File: src/rtl/dmem_arbiter.sv
// ---------------------------------------------------------------------------
// dmem_arbiter
//
// Shares one single-port data RAM (synchronous read, 1-cycle latency)
// between the ARM core (requester 0, "cpu") and an auxiliary master
// (requester 1, "aux": loader, display, debug).
//
// Writes complete in the grant cycle. Reads take two cycles: the grant
// cycle issues the RAM read, and the following RESP cycle returns
// mem_rdata to the owner. The CPU wins ties unless aux has already lost
// AUX_MAX_WAIT consecutive cycles, in which case aux is forced through.
//
// Handshakes:
//   cpu: cpu_req/cpu_we/cpu_addr/cpu_wdata are held stable while
//        cpu_stall=1; the access completes in the first cycle with
//        cpu_req=1 and cpu_stall=0 (read data on cpu_rdata that cycle).
//   aux: aux_req/aux_we/aux_addr/aux_wdata are held stable until aux_ack;
//        aux_ack is a one-cycle completion pulse (read data on aux_rdata
//        that cycle), and aux drops or changes its request the next cycle.
//
// Ports:
//   clk, reset          clock, synchronous active-high reset
//   cpu_*               core side (byte addresses, ReadData, stall)
//   aux_*               auxiliary master side (byte addresses, ack)
//   mem_*               data RAM side (word address)
//   dbg_state           FSM state: 0=IDLE, 1=RESP_CPU, 2=RESP_AUX
//
// The core's PC-advance logic must gate on cpu_stall.
// ---------------------------------------------------------------------------
module dmem_arbiter #(
    parameter int ADDR_W       = 10,
    parameter int DATA_W       = 32,
    parameter int AUX_MAX_WAIT = 8
) (
    input  logic              clk,
    input  logic              reset,
    input  logic              cpu_req,
    input  logic              cpu_we,
    input  logic [31:0]       cpu_addr,
    input  logic [DATA_W-1:0] cpu_wdata,
    output logic [DATA_W-1:0] cpu_rdata,
    output logic              cpu_stall,
    input  logic              aux_req,
    input  logic              aux_we,
    input  logic [31:0]       aux_addr,
    input  logic [DATA_W-1:0] aux_wdata,
    output logic [DATA_W-1:0] aux_rdata,
    output logic              aux_ack,
    output logic              mem_en,
    output logic              mem_we,
    output logic [ADDR_W-1:0] mem_addr,
    output logic [DATA_W-1:0] mem_wdata,
    input  logic [DATA_W-1:0] mem_rdata,
    output logic [1:0]        dbg_state
);

    typedef enum logic [1:0] {
        IDLE     = 2'd0,
        RESP_CPU = 2'd1,
        RESP_AUX = 2'd2
    } state_t;

    localparam logic [7:0] MAX_WAIT = 8'(AUX_MAX_WAIT);

    state_t            state;
    logic [7:0]        wait_cnt;
    logic [DATA_W-1:0] cpu_rdata_q;
    logic [DATA_W-1:0] aux_rdata_q;

    logic              in_idle;
    logic              aux_forced;
    logic              grant_cpu;
    logic              grant_aux;
    logic              resp_cpu;
    logic              resp_aux;
    logic [ADDR_W-1:0] cpu_word;
    logic [ADDR_W-1:0] aux_word;

    // Byte offset and bits above the RAM depth are dropped: addresses wrap.
    assign cpu_word = cpu_addr[ADDR_W+1:2];
    assign aux_word = aux_addr[ADDR_W+1:2];

    logic unused_addr_bits;
    assign unused_addr_bits = ^{cpu_addr[31:ADDR_W+2], cpu_addr[1:0],
                                aux_addr[31:ADDR_W+2], aux_addr[1:0]};

    // Grant decision. Reset masks every grant and every RESP cycle, so a
    // write presented together with reset never reaches the RAM and a
    // pending read response is abandoned.
    always_comb begin
        in_idle    = !reset && (state == IDLE);
        aux_forced = (wait_cnt >= MAX_WAIT);
        grant_aux  = in_idle && aux_req && (!cpu_req || aux_forced);
        grant_cpu  = in_idle && cpu_req && !grant_aux;
        resp_cpu   = !reset && (state == RESP_CPU);
        resp_aux   = !reset && (state == RESP_AUX);
    end

    always_comb begin
        mem_en    = grant_cpu || grant_aux;
        mem_we    = (grant_cpu && cpu_we) || (grant_aux && aux_we);
        mem_addr  = grant_aux ? aux_word : cpu_word;
        mem_wdata = grant_aux ? aux_wdata : cpu_wdata;

        // The CPU is released only by its own write grant or its RESP cycle.
        cpu_stall = !reset && cpu_req && !((grant_cpu && cpu_we) || resp_cpu);
        aux_ack   = (grant_aux && aux_we) || resp_aux;

        cpu_rdata = resp_cpu ? mem_rdata : cpu_rdata_q;
        aux_rdata = resp_aux ? mem_rdata : aux_rdata_q;
    end

    assign dbg_state = state;

    always_ff @(posedge clk) begin
        if (reset) begin
            state       <= IDLE;
            wait_cnt    <= 8'd0;
            cpu_rdata_q <= '0;
            aux_rdata_q <= '0;
        end else begin
            case (state)
                IDLE: begin
                    if (grant_cpu && !cpu_we) begin
                        state <= RESP_CPU;
                    end else if (grant_aux && !aux_we) begin
                        state <= RESP_AUX;
                    end
                end
                default: state <= IDLE;
            endcase

            // The RESP_AUX cycle is aux being served, not aux losing, so
            // it does not count towards the starvation limit.
            if (!aux_req || grant_aux || (state == RESP_AUX)) begin
                wait_cnt <= 8'd0;
            end else if (wait_cnt != 8'hFF) begin
                wait_cnt <= wait_cnt + 8'd1;
            end

            if (resp_cpu) begin
                cpu_rdata_q <= mem_rdata;
            end
            if (resp_aux) begin
                aux_rdata_q <= mem_rdata;
            end
        end
    end

endmodule

File: config.mk
export PLATFORM = sky130hd
export DESIGN_NAME = dmem_arbiter
export DESIGN_NICKNAME = d
export VERILOG_FILES = /design/src/rtl/dmem_arbiter.sv
export SDC_FILE = /design/constraint.sdc
export NUM_CORES = 1
export LEC_CHECK = 0
export ABC_AREA = 1
export CAP_MARGIN = 25
export CORE_AREA = 2 2 107 109
export CTS_CLUSTER_DIAMETER = 40
export DETAILED_ROUTE_END_ITERATION = 16
export DIE_AREA = 0 0 109 111
export PLACE_DENSITY = 0.86
export SKIP_CTS_REPAIR_TIMING = 1
export SYNTH_ARGS = -nofsm -noshare
export SYNTH_HDL_FRONTEND = slang
export SYNTH_SLANG_ARGS = --single-unit
File: constraint.sdc
create_clock -name clk -period 1.6 [get_ports clk]
set_clock_uncertainty 0.05 [all_clocks]
set_input_delay 0.32 -clock clk [delete_from_list [all_inputs] [get_ports clk]]
set_output_delay 0.32 -clock clk [all_outputs]
set_load 0.02 [all_outputs]
**Yosys cells after proc, flatten, opt, wreduce, memory -nomap -nowiden**

Cells that the tools add are included.

- Register bits: 74
- Input port bits: 166
- Output and inout port bits: 112
- Word-level logic and storage cells: 49

- Add/sub/neg operators: 1
- Order comparisons: 1
- Eq/ne operators: 3
- Multiplexer cells: 6
- Bitwise gates (word level): 1
- Reductions and logical operators: 32

Operators by type and width:

| kind | number |
|---|---|
| 32-bit 2-to-1 mux | 3 |
| 1-bit logical AND | 13 |
| 10-bit 2-to-1 mux | 1 |
| 8-bit by 1-bit adder with 8-bit output, second input constant | 1 |
| 8-bit by 4-bit >= comparator with 1-bit output, second input constant | 1 |
| 8-bit != test, second input constant | 1 |
| 1-bit zero test | 7 |
| 1-bit logical OR | 7 |
| 2-bit OR reduction | 2 |
| 3-bit OR reduction | 1 |
| 2-bit by 1-bit == test with 1-bit output, second input constant | 1 |
| 2-bit == test, second input constant | 1 |
| 2-bit zero test | 1 |
| 1-bit 2-to-1 mux | 2 |
| 2-bit nonzero test | 1 |
| 1-bit inverter | 1 |

**Logic depth before layout (Yosys ltp)**

- Depth in word-level cells: 10
- Mapped depth: 8
- Mapped depth without buffers: 7

**Least setup slack after synthesis**

Ideal clock, no wire load.

- Path kind: register -> output
- Start: register state[0], in the netlist dbg_state[0]
- End: output port aux_ack
- Arrival: 1.462 ns
- Required time: 1.230 ns
- Path slack: -0.232 ns
- Cell stages (with the launch flop): 7
- Buffers on the path: 1
- Cell sequence: dfxtp_1 -> nor2_2 -> nand2_1 -> nor2_1 -> nand2_2 -> buf_4 -> o21ai_0

- Cells in the longest elaborated chain, start to end: 6
- Elaborated cells on any way between the ends: 8
- Classes of those cells: 1 x eq/ne; 7 x reduce/logical

RTL lines:

| element | line | RTL |
|---|---|---|
| start: declaration | 65 | `state_t state;` |
| start signal: assignment | 117 | `state <= IDLE;` |
| start signal: assignment | 125 | `state <= RESP_CPU;` |
| start signal: assignment | 127 | `state <= RESP_AUX;` |
| 2-bit zero test | 91 | `in_idle = !reset && (state == IDLE);` |
| 1-bit logical AND | 91 |  |
| 1-bit logical AND (2 in a row) | 93 | `grant_aux = in_idle && aux_req && (!cpu_req \|\| aux_forced);` |
| 1-bit logical AND | 107 | `aux_ack = (grant_aux && aux_we) \|\| resp_aux;` |
| 1-bit logical OR * | 107 |  |
| end: declaration | 48 | `output logic aux_ack,` |

Every way passes the cells marked *; elsewhere a longest branch is shown, timed or not.

**Worst setup path in the final report**

- Start: input port aux_req
- End: output port mem_wdata[7]

- Cells in the longest elaborated chain, start to end: 3

RTL lines:

| element | line | RTL |
|---|---|---|
| start: declaration | 43 | `input logic aux_req,` |
| 1-bit logical AND (2 in a row) | 93 |  |
| 32-bit 2-to-1 mux | 103 | `mem_wdata = grant_aux ? aux_wdata : cpu_wdata;` |
| end: declaration | 52 | `output logic [DATA_W-1:0] mem_wdata,` |

Every way passes these cells.

==> summary.md <==
| Metric | Value |
|---|---|
| Dpl hpwl | `10000 um` |
| Pwr Density | `717 mW/mm2` |
| Worst Tran Pin Value | `523 ps` |
| Initial antenna violation count | `0` |
| Placement Setup Slack | `-918 ps` |
| Worst r2r src | `dbg_state[1]$_SDFFE_PP0P_` |
| Die width | `109 um` |
| H-tree Lvls | `3` |
| Die Ht | `111 um` |
| Core Area | `0.0111 mm2` |
| CP cell instances | `clkdlybuf4s50_1 -> inv_1 -> nor2_4 -> nand2_8 -> clkinv_8 -> clkbuf_16 -> nand2_1 -> nand2_1 -> buf_6` |
| Initial DRC Count | `375` |
| Via count | `5079` |
| Number of synthesized flops with an enable pin | `0` |
| Worst setup margin | `-453 ps` |
| MaxCap Viol Count | `0` |
| Max-slew violation count | `0` |
| Largest stage delay on the critical path | `460 ps` |
| Root Buffer | `clkbuf_16` |
| Sink Count | `74` |
| Share of layout cells above drive strength 1 | `0.376` |
| Netlist Area Pre-Place | `0.00378 mm2` |
| CTS tree | `yes` |
| Die area | `0.0121 mm2` |
| Rows | `39` |
| Ys flop type | `dfxtp_1` |
| RSZ-0062 raised after global routing | `true` |
| Drt wl/cell | `15.8 um` |
| Finish-stage setup viols | `110` |
| Period utilization | `1.28` |
| Syn Inst Count | `631` |
| Worst EP arrival | `1680 ps` |
| VDD IR max | `0.000638 V` |
| DRT Pass-1 Iters | `7` |
| Crit Path Max Fanout | `9` |
| Leak pwr | `4.34 nW` |
| Synth Register Bits | `74` |
| Starting Density | `0.341` |
| Routed WL | `17100 um` |
| IO Port Bufs | `233` |
| Placed Cells | `1046` |
| Kind of critical path | `input port to output port` |
| FMAX | `487 MHz` |
| Sequential share of the synthesized area | `0.392` |
| Rel. slew slack | `0.652` |
| Hold Path Origin | `wait_cnt[1]$_SDFFE_PP0P_` |
| Overflow after GRT | `0` |
| GRT Util Overall | `0.215` |
| Launch point of the worst path | `aux_req` |
| Final hold vios | `0` |
| CP max stage cell | `clkdlybuf4s50_1` |
| Syn_nets | `799` |
| Final Critical Period | `2050 ps` |
| Maximum clock path buffer count | `2` |
| Count of cell types in the netlist | `22` |
| Vias in the first global route | `4060` |
| Outcome | `finished, violations left` |
| Vias/cell | `4.71` |
| Area Overhead vs Synth | `107%` |
| Worst min path class | `register to register` |
| Setup TNS | `-37350 ps` |
| # IOs | `278` |
| Clk_lat worst skew | `320 ps` |
| First-pass GRT wire length | `20500 um` |
| CP most frequent cell | `nand2_1` |
| CTS clk-pin slew, worst paths | `60 ps` |
| Syn_area_per_cell | `5.98 um2` |
| Nets | `1100` |
| Cell Count, Final, Fillers Out | `1079` |
| Critical Path RT | `1230 ps` |
| CP Capture Type | `output port` |
| Residual DRC count | `0` |
| Critical path startpoint category | `input port` |
| Final Util | `0.707` |
| Async SR Flop Fraction | `0` |
| Num CTS Buffers | `9` |
| Failing checks | `setup timing` |
| Synth warn | `0` |
| Overall power | `5.62 mW` |
| Layout filler cell count | `835` |
| Antenna-violating nets left | `0` |
| Largest net degree at the start of global routing | `67` |
| Routability Congestion | `0.853` |
| Antenna diodes | `0` |
==> synth_stat cells (4+ instances only) <==
cell,number,area [um2]
a21oi_1,8,40.0
buf_2,12,60.1
buf_4,4,30.0
clkbuf_1,9,33.8
dfxtp_1,74,1480
inv_1,140,526
nand2_1,213,800
nand3_1,7,35.0
nor2_1,81,304
o21ai_0,58,290
o21ai_1,9,45.0
==> where the power goes <==
group / leakage [nW] / switching, mW / internal (mW) / total [mW]
combinational: 3.59 / 0.770 / 0.783 / 1.55
sequential: 0.601 / 0.0156 / 1.89 / 1.91
clock: 0.152 / 0.795 / 1.36 / 2.16
==> logic make-up after synthesis <==
| logic type | Yosys count | synth area share |
|---|---|---|
| xor+xnor | 1 | 0.00232 |
| buf+inv | 171 | 0.183 |
| simple gates | 307 | 0.315 |
| fa+ha+maj | 2 | 0.00663 |
| compound gates | 76 | 0.101 |
| flops | 74 | 0.392 |
==> final timing paths <==
check	endpoint	slack [ps]	depth (start not counted)
max	mem_wdata[7]	-450	9
min	wait_cnt[1]$_SDFFE_PP0P_	470	2
max reg2reg	cpu_rdata_q[26]$_SDFF_PP0_	170	8
min reg2reg	wait_cnt[1]$_SDFFE_PP0P_	470	2
==> layout by cell type (no fill, tap or decap), types with 3 or more instances in the layout <==
cell | netlist | final
dfxtp_2 | 0 | 4
clkbuf_2 | 2 | 12
nor2_1 | 81 | 76
inv_2 | 2 | 4
buf_6 | 2 | 47
clkbuf_16 | 0 | 21
nand2_1 | 213 | 157
dlymetal6s2s_1 | 0 | 3
buf_12 | 0 | 11
buf_4 | 4 | 85
dfxtp_1 | 74 | 70
inv_1 | 140 | 137
buf_2 | 12 | 29
nand3_1 | 7 | 5
o21ai_4 | 0 | 15
nand2_2 | 2 | 55
nor2_4 | 0 | 4
o21ai_1 | 9 | 3
o21ai_2 | 0 | 48
a21oi_1 | 8 | 8
clkdlybuf4s50_1 | 0 | 119
==> per-stage QoR <==
stage | hold slack, ps | cell area [um2]
after floorplan | 334 | 3780
after global placement | 452 | 6720
after detailed placement | 473 | 6720
after CTS | 479 | 7040
after global routing | 508 | 7830
final | 470 | 7830
==> final cells by class <==
cell class,instances,area [um2],share of cell area
Clock buffer,9,225,0.0288
Clock inverter,6,90.1,0.0115
Inverter,142,546,0.0696
Multi-Input combinational cell,386,2170,0.277
Sequential cell,74,1490,0.190
Tap cell,143,179,0.0228
Timing Repair Buffer,319,3140,0.400
==> routing by layer <==
| metal | vias up | GRT usage | part of all wire |
|---|---|---|---|
| li1 | 2439 | - | - |
| met1 | 2345 | 0.304 | 0.40 |
| met2 | 253 | 0.324 | 0.49 |
| met3 | 42 | 0.0476 | 0.085 |
| met4 | 0 | 0.0667 | 0.025 |
| met5 | - | 0 | 0 |
==> worst max-delay path, delay by kind of cell <==
family / cells / cell delay [ps]
buffers and inverters: 5 / 920
and+or+nand+nor: 4 / 440
==> flip-flops by register name, indices dropped and copies added, names as in the netlist <==
register and flops:
aux_rdata_q 32, cpu_rdata_q 32, dbg_state 2, wait_cnt 8
Note: power is estimated with default switching activity, not from simulation.
